`src/rtl/snn_ff_pkg.sv`:
```
// Shared constants, state encodings and helpers for the synaptic access path.
package snn_ff_pkg;

    // Default network geometry.
    localparam int INPUT_NEURON         = 784;
    localparam int OUTPUT_NEURON        = 256;
    localparam int POST_NEUR_PARALLEL   = 4;
    localparam int PRE_NEUR_ADDR_WIDTH  = 10;
    localparam int POST_NEUR_ADDR_WIDTH = 10;
    localparam int SYN_ARRAY_ADDR_WIDTH = 16;

    // Number of SRAM words per weight row.
    localparam int GROUPS = OUTPUT_NEURON / POST_NEUR_PARALLEL;

    // Sequencer state encodings.
    localparam int         STATE_WIDTH = 3;
    localparam logic [2:0] ST_IDLE     = 3'd0;
    localparam logic [2:0] ST_INF_RD   = 3'd1;
    localparam logic [2:0] ST_INF_LAST = 3'd2;
    localparam logic [2:0] ST_TR_RD    = 3'd3;
    localparam logic [2:0] ST_TR_WB    = 3'd4;
    localparam logic [2:0] ST_FIN      = 3'd5;

    typedef enum logic [STATE_WIDTH-1:0] {
        S_IDLE     = ST_IDLE,
        S_INF_RD   = ST_INF_RD,
        S_INF_LAST = ST_INF_LAST,
        S_TR_RD    = ST_TR_RD,
        S_TR_WB    = ST_TR_WB,
        S_FIN      = ST_FIN
    } seq_state_t;

    // Ceil-log2 with a floor of 1 bit, used to size the group counter.
    function automatic int clog2_min1(input int value);
        int w;
        w = 0;
        while ((1 << w) < value) begin
            w = w + 1;
        end
        return (w < 1) ? 1 : w;
    endfunction

endpackage

```
`src/rtl/synaptic_access_sequencer_if.sv`:
```
// Bundle between the event source / SRAM bank / neuron core and the sequencer.
//
// Event handshake: the source raises EVT_VALID with EVT_PRE_ADDR and IS_TRAIN
// stable; the event is taken on a rising edge where EVT_VALID and EVT_READY are
// both 1. EVT_READY never depends on EVT_VALID, and there is no queueing: while
// EVT_READY is 0 the request is simply left pending.
interface synaptic_access_sequencer_if #(
    parameter int PRE_W  = 10,
    parameter int SYN_W  = 16,
    parameter int POST_W = 10
) ();

    logic              EVT_VALID;
    logic              EVT_READY;
    logic [PRE_W-1:0]  EVT_PRE_ADDR;
    logic              IS_TRAIN;
    logic              SPI_GATE_ACTIVITY_sync;

    logic              CTRL_SYNARRAY_CS;
    logic              CTRL_SYNARRAY_WE;
    logic [SYN_W-1:0]  CTRL_SYNARRAY_ADDR;
    logic [POST_W-1:0] CTRL_POST_NEURON_ADDRESS;
    logic              SYN_RDATA_VALID;
    logic              BUSY;
    logic              DONE;
    logic [2:0]        STATE_DBG;

    // Sequencer side.
    modport master (
        input  EVT_VALID, EVT_PRE_ADDR, IS_TRAIN, SPI_GATE_ACTIVITY_sync,
        output EVT_READY, CTRL_SYNARRAY_CS, CTRL_SYNARRAY_WE, CTRL_SYNARRAY_ADDR,
        output CTRL_POST_NEURON_ADDRESS, SYN_RDATA_VALID, BUSY, DONE, STATE_DBG
    );

    // Event source / SRAM / neuron core side.
    modport slave (
        output EVT_VALID, EVT_PRE_ADDR, IS_TRAIN, SPI_GATE_ACTIVITY_sync,
        input  EVT_READY, CTRL_SYNARRAY_CS, CTRL_SYNARRAY_WE, CTRL_SYNARRAY_ADDR,
        input  CTRL_POST_NEURON_ADDRESS, SYN_RDATA_VALID, BUSY, DONE, STATE_DBG
    );

endinterface

```
`src/rtl/syn_row_addr_gen.sv`:
```
// Row address generator: holds the row base, walks the group counter and
// produces the read-data-valid / post-neuron address pair one cycle after
// each SRAM read, matching the bank's 1-cycle read latency.
module syn_row_addr_gen
    import snn_ff_pkg::*;
#(
    parameter int N_GROUPS = GROUPS,
    parameter int PARALLEL = POST_NEUR_PARALLEL,
    parameter int PRE_W    = PRE_NEUR_ADDR_WIDTH,
    parameter int SYN_W    = SYN_ARRAY_ADDR_WIDTH,
    parameter int POST_W   = POST_NEUR_ADDR_WIDTH
) (
    input  logic              clk,
    input  logic              rst,
    input  logic              load,
    input  logic [PRE_W-1:0]  pre_addr,
    input  logic              step,
    input  logic              rd_issued,
    output logic [SYN_W-1:0]  syn_addr,
    output logic              last_group,
    output logic              rdata_valid,
    output logic [POST_W-1:0] post_addr
);

    localparam int             GW     = clog2_min1(N_GROUPS);
    localparam logic [GW-1:0]  G_LAST = GW'(N_GROUPS - 1);

    logic [SYN_W-1:0] base_q;
    logic [GW-1:0]    g_q;

    // Capture the row base on accept and advance the group counter on request.
    // The counter is never stepped past the last group, so it only returns to
    // zero on the next accept and the address never wraps inside a row.
    always_ff @(posedge clk) begin
        if (rst) begin
            base_q <= '0;
            g_q    <= '0;
        end else if (load) begin
            base_q <= SYN_W'(pre_addr) * SYN_W'(N_GROUPS);
            g_q    <= '0;
        end else if (step) begin
            g_q    <= g_q + GW'(1);
        end
    end

    // Address is base plus counter; it stays stable whenever CS is low.
    assign syn_addr   = base_q + SYN_W'(g_q);
    assign last_group = (g_q == G_LAST);

    // Delay the read strobe and its group by one cycle so they line up with Q.
    always_ff @(posedge clk) begin
        if (rst) begin
            rdata_valid <= 1'b0;
            post_addr   <= '0;
        end else begin
            rdata_valid <= rd_issued;
            post_addr   <= POST_W'(g_q) * POST_W'(PARALLEL);
        end
    end

endmodule

```
`src/rtl/synaptic_access_sequencer.sv`:
```
// Initiator for the synaptic-array port: accepts one pre-neuron event at a
// time and walks all weight groups of its row, either as a pipelined read
// stream (inference) or as read/write-back pairs (training).
module synaptic_access_sequencer
    import snn_ff_pkg::*;
#(
    parameter int N_INPUT_NEURON  = INPUT_NEURON,
    parameter int N_OUTPUT_NEURON = OUTPUT_NEURON,
    parameter int PARALLEL        = POST_NEUR_PARALLEL,
    parameter int PRE_W           = PRE_NEUR_ADDR_WIDTH,
    parameter int POST_W          = POST_NEUR_ADDR_WIDTH,
    parameter int SYN_W           = SYN_ARRAY_ADDR_WIDTH
) (
    input  logic                         CLK,
    input  logic                         RST,
    synaptic_access_sequencer_if.master  bus
);

    localparam int N_GROUPS = N_OUTPUT_NEURON / PARALLEL;

    seq_state_t state;
    logic       cs_q;
    logic       we_q;
    logic       busy_q;
    logic       done_q;

    logic       ready;
    logic       accept;
    logic       in_range;
    logic       step;
    logic       rd_issued;
    logic       last_group;

    logic [SYN_W-1:0]  syn_addr;
    logic              rdata_valid;
    logic [POST_W-1:0] post_addr;

    // IDLE is the only acceptance point; the gate only blocks new events.
    assign ready    = (state == S_IDLE) & ~bus.SPI_GATE_ACTIVITY_sync;
    assign accept   = bus.EVT_VALID & ready;
    assign in_range = int'(bus.EVT_PRE_ADDR) < N_INPUT_NEURON;

    // Advance the counter after each inference read and after each write-back,
    // except on the final group of the row.
    assign step      = ((state == S_INF_RD) | (state == S_TR_WB)) & ~last_group;
    // A read is any cycle with the bank selected and write disabled.
    assign rd_issued = cs_q & ~we_q;

    syn_row_addr_gen #(
        .N_GROUPS (N_GROUPS),
        .PARALLEL (PARALLEL),
        .PRE_W    (PRE_W),
        .SYN_W    (SYN_W),
        .POST_W   (POST_W)
    ) u_addr_gen (
        .clk         (CLK),
        .rst         (RST),
        .load        (accept),
        .pre_addr    (bus.EVT_PRE_ADDR),
        .step        (step),
        .rd_issued   (rd_issued),
        .syn_addr    (syn_addr),
        .last_group  (last_group),
        .rdata_valid (rdata_valid),
        .post_addr   (post_addr)
    );

    // Row sequencer; CS/WE/BUSY/DONE are registered alongside the state so
    // each output reflects the state being entered.
    always_ff @(posedge CLK) begin
        if (RST) begin
            state  <= S_IDLE;
            cs_q   <= 1'b0;
            we_q   <= 1'b0;
            busy_q <= 1'b0;
            done_q <= 1'b0;
        end else begin
            done_q <= 1'b0;
            case (state)
                S_IDLE: begin
                    if (accept) begin
                        busy_q <= 1'b1;
                        we_q   <= 1'b0;
                        if (!in_range) begin
                            // Out-of-range row: no SRAM traffic, finish at once.
                            state  <= S_FIN;
                            cs_q   <= 1'b0;
                            done_q <= 1'b1;
                        end else if (bus.IS_TRAIN) begin
                            state <= S_TR_RD;
                            cs_q  <= 1'b1;
                        end else begin
                            state <= S_INF_RD;
                            cs_q  <= 1'b1;
                        end
                    end
                end
                S_INF_RD: begin
                    if (last_group) begin
                        state <= S_INF_LAST;
                        cs_q  <= 1'b0;
                    end
                end
                S_INF_LAST: begin
                    // Only the delayed valid for the last group remains.
                    state  <= S_FIN;
                    done_q <= 1'b1;
                end
                S_TR_RD: begin
                    state <= S_TR_WB;
                    we_q  <= 1'b1;
                end
                S_TR_WB: begin
                    we_q <= 1'b0;
                    if (last_group) begin
                        state  <= S_FIN;
                        cs_q   <= 1'b0;
                        done_q <= 1'b1;
                    end else begin
                        state <= S_TR_RD;
                    end
                end
                S_FIN: begin
                    state  <= S_IDLE;
                    busy_q <= 1'b0;
                end
                default: begin
                    state  <= S_IDLE;
                    cs_q   <= 1'b0;
                    we_q   <= 1'b0;
                    busy_q <= 1'b0;
                end
            endcase
        end
    end

    assign bus.EVT_READY                = ready;
    assign bus.CTRL_SYNARRAY_CS         = cs_q;
    assign bus.CTRL_SYNARRAY_WE         = we_q;
    assign bus.CTRL_SYNARRAY_ADDR       = syn_addr;
    assign bus.CTRL_POST_NEURON_ADDRESS = post_addr;
    assign bus.SYN_RDATA_VALID          = rdata_valid;
    assign bus.BUSY                     = busy_q;
    assign bus.DONE                     = done_q;
    assign bus.STATE_DBG                = state;

endmodule

```
`src/flat_wrapper.sv`:
```
// flat-port wrapper written by rule: the top's interface ports become plain ports
module synaptic_access_sequencer_flat import snn_ff_pkg::*;
#(
    parameter int N_INPUT_NEURON  = INPUT_NEURON,
    parameter int N_OUTPUT_NEURON = OUTPUT_NEURON,
    parameter int PARALLEL        = POST_NEUR_PARALLEL,
    parameter int PRE_W           = PRE_NEUR_ADDR_WIDTH,
    parameter int POST_W          = POST_NEUR_ADDR_WIDTH,
    parameter int SYN_W           = SYN_ARRAY_ADDR_WIDTH
)
  (CLK, RST, bus_EVT_VALID, bus_EVT_PRE_ADDR, bus_IS_TRAIN, bus_SPI_GATE_ACTIVITY_sync, bus_EVT_READY, bus_CTRL_SYNARRAY_CS, bus_CTRL_SYNARRAY_WE, bus_CTRL_SYNARRAY_ADDR, bus_CTRL_POST_NEURON_ADDRESS, bus_SYN_RDATA_VALID, bus_BUSY, bus_DONE, bus_STATE_DBG);
  synaptic_access_sequencer_if #(.PRE_W(PRE_W), .SYN_W(SYN_W), .POST_W(POST_W)) bus_i ();
  input  logic CLK;
  input  logic RST;
  input wire logic [$bits(bus_i.EVT_VALID)-1:0] bus_EVT_VALID;
  input wire logic [$bits(bus_i.EVT_PRE_ADDR)-1:0] bus_EVT_PRE_ADDR;
  input wire logic [$bits(bus_i.IS_TRAIN)-1:0] bus_IS_TRAIN;
  input wire logic [$bits(bus_i.SPI_GATE_ACTIVITY_sync)-1:0] bus_SPI_GATE_ACTIVITY_sync;
  output wire logic [$bits(bus_i.EVT_READY)-1:0] bus_EVT_READY;
  output wire logic [$bits(bus_i.CTRL_SYNARRAY_CS)-1:0] bus_CTRL_SYNARRAY_CS;
  output wire logic [$bits(bus_i.CTRL_SYNARRAY_WE)-1:0] bus_CTRL_SYNARRAY_WE;
  output wire logic [$bits(bus_i.CTRL_SYNARRAY_ADDR)-1:0] bus_CTRL_SYNARRAY_ADDR;
  output wire logic [$bits(bus_i.CTRL_POST_NEURON_ADDRESS)-1:0] bus_CTRL_POST_NEURON_ADDRESS;
  output wire logic [$bits(bus_i.SYN_RDATA_VALID)-1:0] bus_SYN_RDATA_VALID;
  output wire logic [$bits(bus_i.BUSY)-1:0] bus_BUSY;
  output wire logic [$bits(bus_i.DONE)-1:0] bus_DONE;
  output wire logic [$bits(bus_i.STATE_DBG)-1:0] bus_STATE_DBG;
  assign bus_i.EVT_VALID = bus_EVT_VALID;
  assign bus_i.EVT_PRE_ADDR = bus_EVT_PRE_ADDR;
  assign bus_i.IS_TRAIN = bus_IS_TRAIN;
  assign bus_i.SPI_GATE_ACTIVITY_sync = bus_SPI_GATE_ACTIVITY_sync;
  assign bus_EVT_READY = bus_i.EVT_READY;
  assign bus_CTRL_SYNARRAY_CS = bus_i.CTRL_SYNARRAY_CS;
  assign bus_CTRL_SYNARRAY_WE = bus_i.CTRL_SYNARRAY_WE;
  assign bus_CTRL_SYNARRAY_ADDR = bus_i.CTRL_SYNARRAY_ADDR;
  assign bus_CTRL_POST_NEURON_ADDRESS = bus_i.CTRL_POST_NEURON_ADDRESS;
  assign bus_SYN_RDATA_VALID = bus_i.SYN_RDATA_VALID;
  assign bus_BUSY = bus_i.BUSY;
  assign bus_DONE = bus_i.DONE;
  assign bus_STATE_DBG = bus_i.STATE_DBG;
  synaptic_access_sequencer #(.N_INPUT_NEURON(N_INPUT_NEURON), .N_OUTPUT_NEURON(N_OUTPUT_NEURON), .PARALLEL(PARALLEL), .PRE_W(PRE_W), .POST_W(POST_W), .SYN_W(SYN_W)) u_core (.CLK(CLK), .RST(RST), .bus(bus_i));
endmodule
```
`config.mk`:
```
export PLATFORM = sky130hd
export DESIGN_NAME = synaptic_access_sequencer_flat
export DESIGN_NICKNAME = d
export VERILOG_FILES = /design/src/rtl/snn_ff_pkg.sv /design/src/rtl/synaptic_access_sequencer_if.sv /design/src/rtl/syn_row_addr_gen.sv /design/src/rtl/synaptic_access_sequencer.sv /design/src/flat_wrapper.sv
export SDC_FILE = /design/constraint.sdc
export NUM_CORES = 1
export LEC_CHECK = 0
export ABC_CLOCK_PERIOD_IN_PS = 5800
export CAP_MARGIN = 25
export CORE_MARGIN = 1.5
export CORE_UTILIZATION = 30
export CTS_CLUSTER_SIZE = 10
export DETAILED_ROUTE_END_ITERATION = 10
export SLEW_MARGIN = 20
export SYNTH_ARGS = -nofsm -noshare
export SYNTH_HDL_FRONTEND = slang
export SYNTH_HIERARCHICAL = 1
export SYNTH_SLANG_ARGS = --single-unit
```
`constraint.sdc`:
```
create_clock -name CLK -period 5.8 [get_ports CLK]
set_input_delay 1.16 -clock CLK [delete_from_list [all_inputs] [get_ports CLK]]
set_output_delay 1.16 -clock CLK [all_outputs]
set_load 0.02 [all_outputs]
```
**Word level (Yosys, flattened, before mapping)**

Index checks and enable logic that the tools add are counted.
Widths: inputs -> output; s select.

- Register bits: 34
- Output and inout port bits: 35

- $add $sub $neg: 2
- Magnitude comparators: 1
- Equality and inequality tests: 9
- Muxes and demuxes: 18
- Bitwise gates (word level): 11
- Reduce and logical (&&, ||, !) cells: 10

Operators by type and width:

| operator | number |
|---|---|
| $add 16x6->16 | 1 |
| $pmux 3 s5 | 1 |
| $mux 3 | 4 |
| $lt 10x10->1 const B | 1 |
| $pmux 1 s3 | 3 |
| $mux 1 | 8 |
| $add 6x1->6 const B | 1 |
| $eq 3x2->1 const B | 2 |
| $eq 3x3->1 const B | 2 |
| $eq 6x6->1 const B | 1 |
| $ne 2x1->1 const B | 3 |
| $not 1->1 | 6 |
| $reduce_and 2->1 | 3 |
| $reduce_or 3->1 | 2 |
| $and 1x1->1 | 4 |
| $reduce_or 2->1 | 2 |
| $reduce_or 4->1 | 1 |
| $eq 3x1->1 const B | 1 |
| $logic_not 3->1 | 1 |
| $reduce_and 3->1 | 1 |
| $mux 2 | 1 |
| $pmux 1 s2 | 1 |
| $or 1x1->1 | 1 |

**Logic depth before layout (Yosys ltp)**

- Depth after elaboration: 5
- Gate-level depth with buffers: 7

**Cells and area by module**

Netlist, hierarchy kept.

Modules (own cells, without submodules):

| module | instances | cells each | area each (µm²) | seq. area each (µm²) |
|---|---|---|---|---|
| syn_row_addr_gen | 1 | 80 | 825.8 | 460.4 |
| synaptic_access_sequencer | 1 | 60 | 464.2 | 140.1 |

**Worst setup path before layout**

No wires, ideal clock.

- Kind: input to output
- Start: input port bus_SPI_GATE_ACTIVITY_sync
- End: output port bus_EVT_READY
- Arrival: 1453 ps
- Data required time: 4640 ps
- Slack: 3187 ps
- Cell stages on the path: 1
- Buffers on the path: 0
- Cell sequence: nor2_1

- Word-level cells in the longest chain between the ends: 2

RTL lines:

| element | RTL line | source |
|---|---|---|
| start, declared | flat_wrapper.sv:18 | `input wire logic [$bits(bus_i.SPI_GATE_ACTIVITY_sync)-1:0] bus_SPI_GATE_ACTIVITY_sync;` |
| $not 1->1 | synaptic_access_sequencer.sv:39 | `assign ready = (state == S_IDLE) & ~bus.SPI_GATE_ACTIVITY_sync;` |
| $and 1x1->1 | synaptic_access_sequencer.sv:39 |  |
| end, declared | flat_wrapper.sv:19 | `output wire logic [$bits(bus_i.EVT_READY)-1:0] bus_EVT_READY;` |

No other way between the ends.

**Final worst setup path**

Ends and elaborated chain as after synthesis.

==> summary.md <==
| Metric | Value |
|---|---|
| Critical-path cell list | `clkdlybuf4s50_1 > nor2_1 > clkdlybuf4s50_1` |
| Worst rel slew slack | `53.3%` |
| Synth Cell Area | `1290 um2` |
| Crit-path max FO | `3` |
| N_diodes | `0` |
| Synth Warn # | `6` |
| Power per standard cell area | `287 nW/um2` |
| Cell count after synthesis | `140` |
| Top delay family on crit path | `buffers and inverters` |
| Io pins | `50` |
| Hold Path Class | `flop to flop` |
| Synth Register Bits | `30` |
| Arrival time worst endpoint | `2.31 ns` |
| Slew Limit Fails | `0` |
| Die W | `68.6 um` |
| # Post-CTS Setup Buffers | `0` |
| Nets | `203` |
| Gpl congestion | `0.721` |
| Initial antenna violation count | `0` |
| Post-cts hold buffer count | `0` |
| GR Overflow Total | `0` |
| Post-route DRC | `0` |
| Final wirelength | `2770 um` |
| Commonest non-fill, non-tap cells in the layout | `clkdlybuf4s50_1, dfxtp_1, nor2_1` |
| First-pass GRT wire length | `4510 um` |
| Leakage Power | `0.697 nW` |
| Slowest CP cell | `clkdlybuf4s50_1` |
| Maximum vdd drop | `0.144 mV` |
| Drt via density | `4.64` |
| Die ar. | `4700 um2` |
| Post-layout min period | `3.47 ns` |
| Root Driver | `clkbuf_8` |
| Worst R2R Start | `u_core/u_addr_gen/g_q[0]$_SDFFE_PP0P_` |
| Hold path start | `u_core/bus.BUSY$_SDFFE_PP0P_` |
| Crit Path Class | `input port to output pin` |
| CTS Buf Count | `5` |
| RSZ-0062 raised after global routing | `no` |
| Maximum clock frequency | `0.289 GHz` |
| Status | `finished, final reports clean` |
| Max H-tree Level | `2` |
| WHS | `0.491 ns` |
| CTS tree | `built` |
| FILL cells | `386` |
| DIE HEIGHT | `68.6 um` |
| Wirelength per Cell | `11.7 um` |
| CTS Sinks | `30` |
| Clock-pin slew on the worst setup and hold paths | `0.06 ns` |
| Sequential cell area fraction in the yosys report | `46.6%` |
| CP Launch Type | `input port` |
| Clk_lat worst skew | `0.28 ns` |
| Commonest non-fill, non-tap cell in the layout | `clkdlybuf4s50_1` |
| Synth cell types | `33` |
| Total number of vias | `1099` |
| Detail Route Antenna Nets | `0` |
| Share of layout cells above drive strength 1 | `7.49%` |
| Core area | `4060 um2` |
| Clock skew | `0.00397 ns` |
| Most common cell on crit path | `clkdlybuf4s50_1` |
| Count of input and output buffers | `45` |
| Final Hold Viols | `0` |
| Core Util, Final | `46.5%` |
| Setup-failing EPs final | `0` |
| Pin count of the biggest net entering global routing | `25` |
| Final period util | `59.7%` |
| Worst hold path cell count | `2` |
| Total track usage | `13.1%` |
| Max capacitance violation total | `0` |
| Crit end category | `output pin` |
| Buf/Inv on CP | `2` |
| Post-cts resize count | `0` |
| Initial core utilization | `31.8%` |
| Rows | `23` |
| Slew @ Worst Pin | `0.696 ns` |
| WP data required | `4.64 ns` |
| Setup_tns | `0 ns` |
| Hold Path Sink | `u_core/bus.BUSY$_SDFFE_PP0P_` |
| Flop-to-flop setup slack | `3.55 ns` |
| 1st-iter DRT viols | `48` |
| Pre-Repair DR Iteration Count | `4` |
| Area delta synth->final | `46.2%` |
| Mean Syn Cell Area | `9.21 um2` |
| Worst R2R End | `u_core/u_addr_gen/g_q[5]$_SDFFE_PP0P_` |
| Worst r2r path cells | `7` |
| Number of global-route vias before repair | `1025` |
| Clock tree buffer depth | `2` |
| Post-detail-place hpwl | `2030 um` |
| CP max stage delay | `0.60 ns` |
state kept, by name (all words and copies together) (netlist names):
name                           flops
u_core/bus.CTRL_SYNARRAY_WE        1
u_core/bus.STATE_DBG               3
u_core/u_addr_gen/base_q          10
u_core/bus.CTRL_SYNARRAY_CS        1
u_core/bus.DONE                    1
u_core/u_addr_gen/g_q              6
u_core/u_addr_gen/post_addr        6
u_core/u_addr_gen/rdata_valid      1
u_core/bus.BUSY                    1
worst register-to-register path, delay by kind of cell, from the launching register on:
kind                       cells  cell delay (ns)
and+or+nand+nor                5             1.41
DFF                            1             0.37
adders and majority gates      1             0.25
AOI/OAI and AO/OA              1             0.15
layer usage:
metal | GRT usage (%) | share of wire [%]
met5 | 0 | 0
met4 | 5.25 | 1.2
met3 | 5.84 | 7.1
met2 | 21.0 | 47
met1 | 15.2 | 45
report_power, final:
| group | switching [mW] | internal, mW | total [mW] |
|---|---|---|---|
| Sequential | 0.0144 | 0.217 | 0.231 |
| Combinational | 0.0463 | 0.0503 | 0.0966 |
| Clock | 0.0761 | 0.137 | 0.213 |
cell usage after synthesis, drive strengths merged:
| cell | n | area, um2 |
|---|---|---|
| dfxtp | 30 | 601 |
| nor2 | 24 | 90.1 |
| mux2i | 12 | 120 |
| nor2b | 11 | 68.8 |
| nand2 | 8 | 30.0 |
| buf | 7 | 45.0 |
| o21ai | 7 | 35.0 |
| a21oi | 6 | 30.0 |
| clkbuf | 3 | 11.3 |
| nand2b | 3 | 18.8 |
| xor2 | 3 | 26.3 |
| a21o | 2 | 15.0 |
| nand3 | 2 | 10.0 |
| nand3b | 2 | 15.0 |
| nand4 | 2 | 18.8 |
| nor3 | 2 | 10.0 |
| or2 | 2 | 12.5 |
| or3 | 2 | 17.5 |
| xnor2 | 2 | 17.5 |
| a2111oi | 1 | 27.5 |
| a31oi | 1 | 6.26 |
| and3b | 1 | 8.76 |
| conb | 1 | 3.75 |
| ha | 1 | 12.5 |
| nor3b | 1 | 7.51 |
| o21a | 1 | 7.51 |
| o21bai | 1 | 7.51 |
| or3b | 1 | 8.76 |
| or4 | 1 | 7.51 |
worst max path at each step:
stage | start | endpoint | slack, ns | cells past startpoint
after global placement | bus_SPI_GATE_ACTIVITY_sync | bus_EVT_READY | 2.34 | 3
final | bus_SPI_GATE_ACTIVITY_sync | bus_EVT_READY | 2.33 | 3
after CTS | bus_SPI_GATE_ACTIVITY_sync | bus_EVT_READY | 2.32 | 3
after floorplan | bus_SPI_GATE_ACTIVITY_sync | bus_EVT_READY | 3.19 | 1
after detailed placement | bus_SPI_GATE_ACTIVITY_sync | bus_EVT_READY | 2.32 | 3
after global routing | bus_SPI_GATE_ACTIVITY_sync | bus_EVT_READY | 2.27 | 3
logic make-up after synthesis:
logic type / after synthesis / share of synthesized area (%)
other: 1 / 0.291
AO/OA/AOI/OAI: 19 / 9.99
adder cells (fa/ha/maj): 1 / 0.970
XOR/XNOR: 5 / 3.40
buffers and inverters: 10 / 4.36
AND/OR/NAND/NOR: 62 / 25.1
flip-flops: 30 / 46.6
multiplexers: 12 / 9.31
final cells by class:
class	instances	area [um2]	area share, %
clock buffers	6	82.6	4.38
multi-input cells	103	644	34.2
repair buffers	47	465	24.7
clock inverters	1	30.0	1.59
flip-flops and latches	30	601	31.9
well taps	50	62.6	3.32
through the flow:
step | cells | setup WS (ns) | total power, mW | area (um2)
after global routing | 237 | 2.27 | 0.569 | 1890
after detailed placement | 230 | 2.32 | 0.333 | 1770
after global placement | 229 | 2.34 | 0.330 | 1770
after floorplan | 143 | 3.19 | 0.293 | 1300
after CTS | 237 | 2.32 | 0.549 | 1890
final | 237 | 2.33 | 0.541 | 1890
No activity file was read; power rests on OpenSTA's default activity.
